--- src/rtl/hy_loader_pkg.sv ---
// Shared definitions for the H/Y ping-pong loader: calc FSM encoding,
// bank count and an index-width helper.
package hy_loader_pkg;

    localparam int NUM_BANKS = 2;

    typedef enum logic [1:0] {
        C_IDLE    = 2'd0,
        C_START   = 2'd1,
        C_WAIT    = 2'd2,
        C_RELEASE = 2'd3
    } calc_state_t;

    // Width of an index counting 0..n-1; never less than one bit.
    function automatic int idx_w(input int n);
        return (n > 1) ? $clog2(n) : 1;
    endfunction

endpackage

--- src/rtl/hy_bank_mem.sv ---
// One H/Y storage bank: write counters, done/full flags, conjugating Y write
// path with saturation, and combinational read mux.
module hy_bank_mem
    import hy_loader_pkg::*;
#(
    parameter int N     = 32,
    parameter int NR    = 4,
    parameter int NT    = 4,
    parameter int NSLOT = 2
) (
    input  logic                      clk,
    input  logic                      rst,
    input  logic                      h_we,
    input  logic [N-1:0]              h_wr_r,
    input  logic [N-1:0]              h_wr_i,
    input  logic                      y_we,
    input  logic [N-1:0]              y_wr_r,
    input  logic [N-1:0]              y_wr_i,
    input  logic                      rel,
    input  logic [idx_w(NR)-1:0]      rd_h_row,
    input  logic [idx_w(NT)-1:0]      rd_h_col,
    input  logic [idx_w(NR)-1:0]      rd_y_idx,
    input  logic [idx_w(NSLOT)-1:0]   rd_y_slot,
    output logic [N-1:0]              rd_h_r,
    output logic [N-1:0]              rd_h_i,
    output logic [N-1:0]              rd_y_r,
    output logic [N-1:0]              rd_y_i,
    output logic                      h_done,
    output logic                      y_done,
    output logic                      full,
    output logic                      complete
);

    localparam int HD = NR * NT;
    localparam int YD = NR * NSLOT;
    localparam int HW = idx_w(HD);
    localparam int YW = idx_w(YD);
    localparam logic [HW-1:0] H_LAST = HW'(HD - 1);
    localparam logic [YW-1:0] Y_LAST = YW'(YD - 1);
    localparam logic [N-1:0]  S_MIN  = {1'b1, {(N-1){1'b0}}};
    localparam logic [N-1:0]  S_MAX  = {1'b0, {(N-1){1'b1}}};

    logic [N-1:0] h_r_mem [HD];
    logic [N-1:0] h_i_mem [HD];
    logic [N-1:0] y_r_mem [YD];
    logic [N-1:0] y_i_mem [YD];

    logic [HW-1:0] h_cnt;
    logic [YW-1:0] y_cnt;
    logic          h_last;
    logic          y_last;
    logic [N-1:0]  y_conj_i;
    logic [HW-1:0] h_rd_addr;
    logic [YW-1:0] y_rd_addr;

    assign h_last   = h_we && (h_cnt == H_LAST);
    assign y_last   = y_we && (y_cnt == Y_LAST);
    assign full     = h_done && y_done;
    assign complete = !full && (h_done || h_last) && (y_done || y_last);

    // Negating the most negative value would overflow, so it clamps to max.
    assign y_conj_i = (y_wr_i == S_MIN) ? S_MAX : -y_wr_i;

    always_ff @(posedge clk or posedge rst) begin
        if (rst) begin
            h_cnt  <= '0;
            y_cnt  <= '0;
            h_done <= 1'b0;
            y_done <= 1'b0;
        end else if (rel) begin
            h_cnt  <= '0;
            y_cnt  <= '0;
            h_done <= 1'b0;
            y_done <= 1'b0;
        end else begin
            if (h_we) begin
                if (h_last) begin
                    h_cnt  <= '0;
                    h_done <= 1'b1;
                end else begin
                    h_cnt <= h_cnt + HW'(1);
                end
            end
            if (y_we) begin
                if (y_last) begin
                    y_cnt  <= '0;
                    y_done <= 1'b1;
                end else begin
                    y_cnt <= y_cnt + YW'(1);
                end
            end
        end
    end

    // Storage is not reset; the done flags alone say whether it is valid.
    always_ff @(posedge clk) begin
        if (h_we) begin
            h_r_mem[h_cnt] <= h_wr_r;
            h_i_mem[h_cnt] <= h_wr_i;
        end
        if (y_we) begin
            y_r_mem[y_cnt] <= y_wr_r;
            y_i_mem[y_cnt] <= y_conj_i;
        end
    end

    assign h_rd_addr = HW'(int'(rd_h_row) * NT + int'(rd_h_col));
    assign y_rd_addr = YW'(int'(rd_y_slot) * NR + int'(rd_y_idx));

    assign rd_h_r = h_r_mem[h_rd_addr];
    assign rd_h_i = h_i_mem[h_rd_addr];
    assign rd_y_r = y_r_mem[y_rd_addr];
    assign rd_y_i = y_i_mem[y_rd_addr];

endmodule

--- src/rtl/hy_pingpong_loader.sv ---
// Two-bank H/Y loader: fill-side bank arbitration plus the calc FSM that runs
// NUM_Q q passes over the calc bank while the other bank fills.
//
// state     | meaning
// C_IDLE    | waiting for a full bank to process
// C_START   | q_start pulse for pass q_index
// C_WAIT    | waiting for q_done from the datapath
// C_RELEASE | frame_done pulse, calc bank handed back to fill side
module hy_pingpong_loader
    import hy_loader_pkg::*;
#(
    parameter int N     = 32,
    parameter int NR    = 4,
    parameter int NT    = 4,
    parameter int NSLOT = 2,
    parameter int NUM_Q = 16
) (
    input  logic                      clk,
    input  logic                      rst,
    input  logic                      h_in_valid,
    output logic                      h_in_ready,
    input  logic [N-1:0]              h_in_r,
    input  logic [N-1:0]              h_in_i,
    input  logic                      y_in_valid,
    output logic                      y_in_ready,
    input  logic [N-1:0]              y_in_r,
    input  logic [N-1:0]              y_in_i,
    input  logic [idx_w(NR)-1:0]      rd_h_row,
    input  logic [idx_w(NT)-1:0]      rd_h_col,
    output logic [N-1:0]              rd_h_r,
    output logic [N-1:0]              rd_h_i,
    input  logic [idx_w(NR)-1:0]      rd_y_idx,
    input  logic [idx_w(NSLOT)-1:0]   rd_y_slot,
    output logic [N-1:0]              rd_y_r,
    output logic [N-1:0]              rd_y_i,
    output logic                      q_start,
    output logic [idx_w(NUM_Q)-1:0]   q_index,
    input  logic                      q_done,
    output logic                      frame_done,
    output logic                      calc_bank,
    output logic                      busy,
    output logic                      proto_err
);

    localparam int QW = idx_w(NUM_Q);
    localparam logic [QW-1:0] Q_LAST = QW'(NUM_Q - 1);

    calc_state_t state;
    logic        fill_bank;
    logic        other_bank;
    logic        release_now;
    logic        fill_full_eff;
    logic        other_free;

    logic [NUM_BANKS-1:0] bank_h_we;
    logic [NUM_BANKS-1:0] bank_y_we;
    logic [NUM_BANKS-1:0] bank_rel;
    logic [NUM_BANKS-1:0] bank_h_done;
    logic [NUM_BANKS-1:0] bank_y_done;
    logic [NUM_BANKS-1:0] bank_full;
    logic [NUM_BANKS-1:0] bank_complete;
    logic [N-1:0]         bank_h_r [NUM_BANKS];
    logic [N-1:0]         bank_h_i [NUM_BANKS];
    logic [N-1:0]         bank_y_r [NUM_BANKS];
    logic [N-1:0]         bank_y_i [NUM_BANKS];

    assign other_bank  = ~fill_bank;
    assign release_now = (state == C_RELEASE);
    assign h_in_ready  = !bank_h_done[fill_bank];
    assign y_in_ready  = !bank_y_done[fill_bank];

    for (genvar b = 0; b < NUM_BANKS; b++) begin : g_bank
        assign bank_h_we[b] = h_in_valid && h_in_ready && (fill_bank == 1'(b));
        assign bank_y_we[b] = y_in_valid && y_in_ready && (fill_bank == 1'(b));
        assign bank_rel[b]  = release_now && (calc_bank == 1'(b));

        hy_bank_mem #(
            .N     (N),
            .NR    (NR),
            .NT    (NT),
            .NSLOT (NSLOT)
        ) u_bank (
            .clk       (clk),
            .rst       (rst),
            .h_we      (bank_h_we[b]),
            .h_wr_r    (h_in_r),
            .h_wr_i    (h_in_i),
            .y_we      (bank_y_we[b]),
            .y_wr_r    (y_in_r),
            .y_wr_i    (y_in_i),
            .rel       (bank_rel[b]),
            .rd_h_row  (rd_h_row),
            .rd_h_col  (rd_h_col),
            .rd_y_idx  (rd_y_idx),
            .rd_y_slot (rd_y_slot),
            .rd_h_r    (bank_h_r[b]),
            .rd_h_i    (bank_h_i[b]),
            .rd_y_r    (bank_y_r[b]),
            .rd_y_i    (bank_y_i[b]),
            .h_done    (bank_h_done[b]),
            .y_done    (bank_y_done[b]),
            .full      (bank_full[b]),
            .complete  (bank_complete[b])
        );
    end

    assign rd_h_r = bank_h_r[calc_bank];
    assign rd_h_i = bank_h_i[calc_bank];
    assign rd_y_r = bank_y_r[calc_bank];
    assign rd_y_i = bank_y_i[calc_bank];

    // Looking at this cycle's completion and release lets a bank released in
    // the same cycle that the fill bank completes become the new fill bank.
    assign fill_full_eff = bank_full[fill_bank] || bank_complete[fill_bank];
    assign other_free    = !bank_full[other_bank] || bank_rel[other_bank];

    always_ff @(posedge clk or posedge rst) begin
        if (rst) begin
            fill_bank <= 1'b0;
        end else if (fill_full_eff && other_free) begin
            fill_bank <= other_bank;
        end
    end

    // The fill pointer always moves off a full bank when it can, so a bank
    // waiting for calc is always the one opposite the fill bank.
    always_ff @(posedge clk or posedge rst) begin
        if (rst) begin
            state      <= C_IDLE;
            calc_bank  <= 1'b0;
            q_index    <= '0;
            q_start    <= 1'b0;
            frame_done <= 1'b0;
            busy       <= 1'b0;
            proto_err  <= 1'b0;
        end else begin
            q_start    <= 1'b0;
            frame_done <= 1'b0;
            if (q_done && (state != C_WAIT)) begin
                proto_err <= 1'b1;
            end
            case (state)
                C_IDLE: begin
                    if (bank_full[other_bank]) begin
                        calc_bank <= other_bank;
                        q_index   <= '0;
                        q_start   <= 1'b1;
                        busy      <= 1'b1;
                        state     <= C_START;
                    end
                end
                C_START: begin
                    state <= C_WAIT;
                end
                C_WAIT: begin
                    if (q_done) begin
                        if (q_index == Q_LAST) begin
                            frame_done <= 1'b1;
                            state      <= C_RELEASE;
                        end else begin
                            q_index <= q_index + QW'(1);
                            q_start <= 1'b1;
                            state   <= C_START;
                        end
                    end
                end
                C_RELEASE: begin
                    busy  <= 1'b0;
                    state <= C_IDLE;
                end
                default: begin
                    state <= C_IDLE;
                end
            endcase
        end
    end

endmodule

--- config.mk ---
export PLATFORM = sky130hd
export DESIGN_NAME = hy_pingpong_loader
export DESIGN_NICKNAME = d
export VERILOG_FILES = /design/src/rtl/hy_loader_pkg.sv /design/src/rtl/hy_bank_mem.sv /design/src/rtl/hy_pingpong_loader.sv
export SDC_FILE = /design/constraint.sdc
export NUM_CORES = 2
export LEC_CHECK = 0
export BUFFER_PORTS_ARGS = -buffer_cell sky130_fd_sc_hd__buf_2
export CORE_MARGIN = 2
export CORE_UTILIZATION = 27
export CTS_BUF_LIST = sky130_fd_sc_hd__clkbuf_16
export CTS_CLUSTER_SIZE = 8
export DETAILED_ROUTE_END_ITERATION = 8
export PLACE_DENSITY = 0.43
export SYNTH_ARGS = -nofsm -noshare
export SYNTH_HDL_FRONTEND = slang
export SYNTH_SLANG_ARGS = --single-unit
--- constraint.sdc ---
create_clock -name clk -period 20.4 [get_ports clk]
set_input_delay 1.02 -clock clk [delete_from_list [all_inputs] [get_ports clk]]
set_output_delay 1.02 -clock clk [all_outputs]
set_load 0.01 [all_outputs]
## Yosys cells after proc, flatten, opt, wreduce, memory -nomap -nowiden

Memories as Yosys holds them, arrays and structs flattened.
Cells that the tools add are included.
Widths: inputs -> output; s select.

| word-level totals | value |
|---|---|
| bits in registers | 30 |
| bits in writable memories | 3072 |
| output and inout port bits | 139 |
| logic and storage cells | 175 |
| memories kept | 8 |

| operators by class | value |
|---|---|
| $add $sub $neg | 8 |
| order comparisons | 3 |
| equality and inequality tests | 13 |
| multiplexer cells | 74 |
| bitwise logic cells | 3 |
| reductions and logical operators | 50 |

Memories:

| name | words | width | rd ports | clocked after memory_dff | wr ports | RTL line | RTL |
|---|---|---|---|---|---|---|---|
| g_bank[0].u_bank.h_i_mem | 16 | 32 | 1 | 0 | 1 | hy_bank_mem.sv:44 | `logic [N-1:0] h_i_mem [HD];` |
| g_bank[0].u_bank.h_r_mem | 16 | 32 | 1 | 0 | 1 | hy_bank_mem.sv:43 | `logic [N-1:0] h_r_mem [HD];` |
| g_bank[1].u_bank.h_i_mem | 16 | 32 | 1 | 0 | 1 | hy_bank_mem.sv:44 |  |
| g_bank[1].u_bank.h_r_mem | 16 | 32 | 1 | 0 | 1 | hy_bank_mem.sv:43 |  |
| g_bank[0].u_bank.y_i_mem | 8 | 32 | 1 | 0 | 1 | hy_bank_mem.sv:46 | `logic [N-1:0] y_i_mem [YD];` |
| g_bank[0].u_bank.y_r_mem | 8 | 32 | 1 | 0 | 1 | hy_bank_mem.sv:45 | `logic [N-1:0] y_r_mem [YD];` |
| 2 more memories | - | - | - | - | - | - |  |

Operator list:

| cell | number |
|---|---|
| $mux 32 | 13 |
| $mux 1 | 39 |
| $mux 4 | 9 |
| $eq 32x32->1 const B | 1 |
| $neg 32->32 | 1 |
| $logic_and 1x1->1 | 20 |
| $reduce_bool 2->1 | 10 |
| $mux 3 | 6 |
| $reduce_and 2->1 | 7 |
| $add 4x1->4 const B | 3 |
| $eq 4x4->1 const B | 3 |
| $ne 2x2->1 const B | 4 |
| $pmux 2 s4 | 1 |
| $pmux 4 s2 | 1 |
| $add 3x1->3 const B | 2 |
| $eq 3x3->1 const B | 2 |
| $logic_or 1x1->1 | 6 |
| $mux 2 | 3 |
| $logic_not 1->1 | 5 |
| $add 4x2->4 | 1 |
| $eq 2x2->1 const B | 2 |
| $lt 1x2->1 const B | 2 |
| $pmux 1 s2 | 2 |
| $reduce_and 4->1 | 1 |
| other kinds (6) | 7 |

## Longest topological paths before layout

| depth | value |
|---|---|
| word-level depth | 13 |
| gate-level depth with buffers | 9 |
| depth with buffers taken out | 7 |

## Hierarchy

Synthesis repeated with hierarchy kept, for this count alone.

| second synthesis, totals | value |
|---|---|
| cell total of the unflattened synthesis | 4959 |
| area total of the unflattened synthesis | 120093.9 sq um |

By module, submodules not included:

| module | instances | cells each | area an instance (sq um) |
|---|---|---|---|
| hy_bank_mem (g_bank[1].u_bank) | 1 | 2371 | 58995.3 |
| hy_bank_mem (g_bank[0].u_bank) | 1 | 2381 | 58949.0 |
| hy_pingpong_loader | 1 | 207 | 2149.6 |

## Worst setup path after synthesis

OpenSTA, ideal clock, no wires.

| path | value |
|---|---|
| kind | input to register |
| start point | input y_in_valid |
| end point | memory g_bank[1].u_bank.y_i_mem[0][0], enable pin |
| library setup time | 0.644 ns |
| arrival | 7.379 ns |
| required time | 19.756 ns |
| slack | 12.377 ns |
| cell stages on the path | 3 |
| buffers on the path | 1 |
| cells stage by stage | nand3b_1 clkbuf_1 nor4_1 |

| on the way | value |
|---|---|
| cells in the longest elaborated chain, start to end | 4 |

Ends and longest elaborated chain:

| item | RTL line | RTL |
|---|---|---|
| start, declared | hy_pingpong_loader.sv:24 | `input logic y_in_valid,` |
| $logic_and 1x1->1 (2 in a row) | hy_pingpong_loader.sv:74 | `assign bank_y_we[b] = y_in_valid && y_in_ready && (fill_bank == 1'(b));` |
| $mux 1 | hy_bank_mem.sv:101 | `if (y_we) begin` |
| $mux 1 (implied by the code) | hy_bank_mem.sv:103 | `y_i_mem[y_cnt] <= y_conj_i;` |
| end, declared | hy_bank_mem.sv:46 |  |

Every way passes these cells.

## Final worst setup path

| path | value |
|---|---|
| start point | input rd_h_row[0] |
| end point | output rd_h_i[3] |

| on the way | value |
|---|---|
| cells in the longest elaborated chain, start to end | 5 |
| elaborated cells between the ends (all ways) | 6 |
| those cells by class | add/sub: 1; mux: 3; memory: 2 |

Ends and longest elaborated chain:

| item | RTL line | RTL |
|---|---|---|
| start, declared | hy_pingpong_loader.sv:28 | `input logic [idx_w(NR)-1:0] rd_h_row,` |
| $add 4x2->4 (*) | hy_bank_mem.sv:107 | `assign h_rd_addr = HW'(int'(rd_h_row) * NT + int'(rd_h_col));` |
| $mem_v2 16x32 | - |  |
| $mux 32 (implied by the code) (*) (3 in a row) | hy_pingpong_loader.sv:108 | `assign rd_h_i = bank_h_i[calc_bank];` |
| end, declared | hy_pingpong_loader.sv:31 | `output logic [N-1:0] rd_h_i,` |

Every way passes the cells marked *; elsewhere a longest branch is shown, timed or not. The select of a mux whose other input is x is not followed.

==> flow_metrics.tcl <==
set metrics [dict create \
    clockBufferDepth 4 \
    grt_pass1_vias 60230 \
    finalSetupViolations 0 \
    dr.pass1.iters 7 \
    grt_pass1_wl_um 481700 \
    syn_area_per_cell_um2 22.01 \
    ys_warn_count 0 \
    max-vdd-ir-drop_v 0.00007993 \
    final_nets 6089 \
    worstPathRequired_ns 19.38 \
    io_pins 279 \
    fp-row-count 243 \
    crit_arrival_ns 5.55 \
    syn2layout_area_growth_pct 17.19 \
    grt_max_degree 134 \
    end_kind "output port" \
    dp_hpwl_um 176300 \
    yosysTopAreaCell "edfxtp_1" \
    clkSinkCount 3102 \
    ys_ff_latch 3102 \
    die_x_um 666.2 \
    cp-start-kind "input port" \
    layout_min_cycle_time_ns 6.566 \
    slew-limit-headroom 0.1897 \
    htreeDepth 5 \
    wirelength_um 347000 \
    antenna_found_initial 61 \
    path_clk_slew_ns 0.05 \
    globalplace.congestion 0.7323 \
    synth-main-ff-cell "edfxtp_1" \
    clock_skew_ns 0.1024 \
    core_um2 437200 \
    final_util 0.3173 \
    tns_ns 0 \
    rsz0062_at_grt "false" \
    clk_latency_ns 0.98 \
    gr-usage-all-layers 0.1530 \
    fmax_ghz 0.1523 \
    cts_hold_buf 0 \
    root_buffer "clkbuf_16" \
    path_max_fanout 133 \
    die_h_um 666.2 \
    drt-initial-drc-count 4612 \
    synthCells 5379 \
    slew_violations 0 \
    vias_per_cell 4.846 \
    tightest_slew_ns 1.182 \
    io_buffers 278 \
    synth_nets 5533 \
    final.period_utilization 0.3219 \
    finalHoldViolations 0 \
    post-cts-setup-buffers 0 \
    drc_errors 0 \
    synth_area_leaders "edfxtp_1 78%, mux4_2 12%, mux2i_1 3.8%" \
    start_util 0.2708 \
    cts_tree "yes" \
    drt-wirelength-per-cell_um 29.47 \
    syn-cell-area_um2 118400 \
    crit_path_start "rd_h_row[0]" \
    die_area_um2 443800 \
    p_per_area_nw_per_um2 108.3 \
    drtAntennaViolNets 0 \
    netlist.area_leader.share 0.7792 \
    drive_gt1_frac 0.2627 \
    max_cap_violations 0 \
    r2r-start "fill_bank$_DFFE_PP0P_" \
    numCtsBuffers 429 \
    status "completed" \
    hold_path_class "in -> async" \
    ys_seq_area_frac 0.7855 \
    synth_edf_count 3072 \
    power.leakage_nw 44.17 \
    cts_resized 0 \
    synthArstFlopShare 0.009671 \
    synth_cell_types 53 \
    vias 57060 \
    overflow 0 \
    path_class "in -> out" \
]
==> metal layers <==
layer  GRT usage  share of wire  up-vias
met5           0        0.00051        -
met4     0.03318          0.020       28
li1            -              -    23740
met2      0.2668           0.51     1335
met3     0.02539          0.048      515
met1      0.1996           0.43    31440
==> synth_stat cells (13+ instances only) <==
master    number
nand4_1       44
buf_2         72
dfrtp_1       30
nor3_1        26
nand2b_1      13
o22ai_1       30
clkbuf_1     159
buf_1         54
and2_1        36
nand3_1      102
ha_1          14
nor2b_1       28
a22oi_1      281
mux2i_1      451
and3_1        34
nand2_1       64
a31oi_1       19
edfxtp_1    3072
nor2_1        53
inv_1         17
a21oi_1       53
mux4_2       613
xor2_1        15
==> critical path, stage by stage <==
cell and delay, ns:
buf_8 0.39, buf_12 0.61, buf_4 0.92, buf_4 0.82, mux4_2 0.41, a22oi_1 0.27, nand4_1 0.32, buf_2 0.25
==> power by group <==
group	leakage [nW]	switching, W	internal (W)
Sequential	28.1	0.000103	0.00744
Clock	5.73	0.00258	0.00374
Combinational	10.4	0.000815	0.000354
Total	44.2	0.00350	0.0115
==> area by class of cell <==
type / instances / area (µm²)
flip-flops and latches: 3102 / 93000
fillers: 41690 / 298500
diodes: 20 / 50.05
clock buffers: 435 / 10890
inverters: 17 / 63.81
multi-input cells: 1974 / 24450
well taps: 5757 / 7203
clock inverters: 57 / 615.6
repair buffers: 411 / 2467
==> kinds of logic after synthesis <==
group	synth area share
multiplexers	0.1550
flip-flops	0.7855
XOR/XNOR	0.001628
AO/OA/AOI/OAI	0.02475
AND/OR/NAND/NOR	0.02115
adder cells (fa/ha/maj)	0.001480
buffers and inverters	0.01043
==> through the flow <==
| stage | instances | power, W | hold slack, ns | instance area, µm² | setup slack [ns] |
|---|---|---|---|---|---|
| final | 11770 | 0.01503 | 0.1959 | 138700 | 13.83 |
| after global routing | 11760 | 0.01556 | 0.1822 | 138700 | 13.77 |
| after CTS | 11750 | 0.01525 | 0.1145 | 138700 | 13.91 |
| after detailed placement | 11260 | 0.008871 | 0.4803 | 127200 | 13.90 |
| after global placement | 11260 | 0.008836 | 0.4596 | 127200 | 13.94 |
| after floorplan | 5379 | 0.008268 | 0.5134 | 118400 | 12.38 |
==> path summary, 6_finish.rpt <==
check,end,slack [ns],cells past startpoint
max reg2reg,g_bank[1].u_bank.y_i_mem[7][3]$_DFFE_PP_,16.35,6
min reg2reg,proto_err$_DFFE_PP0P_,0.48,1
max,rd_h_i[3],13.83,8
max in group asynchronous,g_bank[1].u_bank.h_cnt[3]$_DFFE_PP0P_,19.80,3
min,g_bank[0].u_bank.y_done$_DFFE_PP0P_,0.20,3
min in group clk,frame_done$_DFF_PP0_,0.36,3
==> sequential cells by signal (all words and copies together) (netlist names), 2 cells and up <==
signal,count
g_bank.u_bank.h_i_mem,1024
g_bank.u_bank.h_r_mem,1024
g_bank.u_bank.y_i_mem,512
g_bank.u_bank.y_r_mem,512
g_bank.u_bank.h_cnt,8
g_bank.u_bank.y_cnt,6
q_index,4
g_bank.u_bank.h_done,2
g_bank.u_bank.y_done,2
state,2
==> layout by cell type, fill, tap and decap left out, types with 20 or more instances in the layout <==
cell / n
nor2_1: 39
nor2b_1: 23
edfxtp_1: 3072
mux4_2: 613
clkbuf_16: 435
nand4_1: 44
a21oi_1: 53
nand3_1: 102
buf_4: 132
and2_4: 35
buf_2: 272
nand2_1: 64
dfrtp_1: 29
o22ai_1: 30
mux2i_1: 451
diode_2: 20
inv_1: 44
and3_1: 33
a22oi_1: 281
Note: power is estimated with default switching activity, not from simulation.
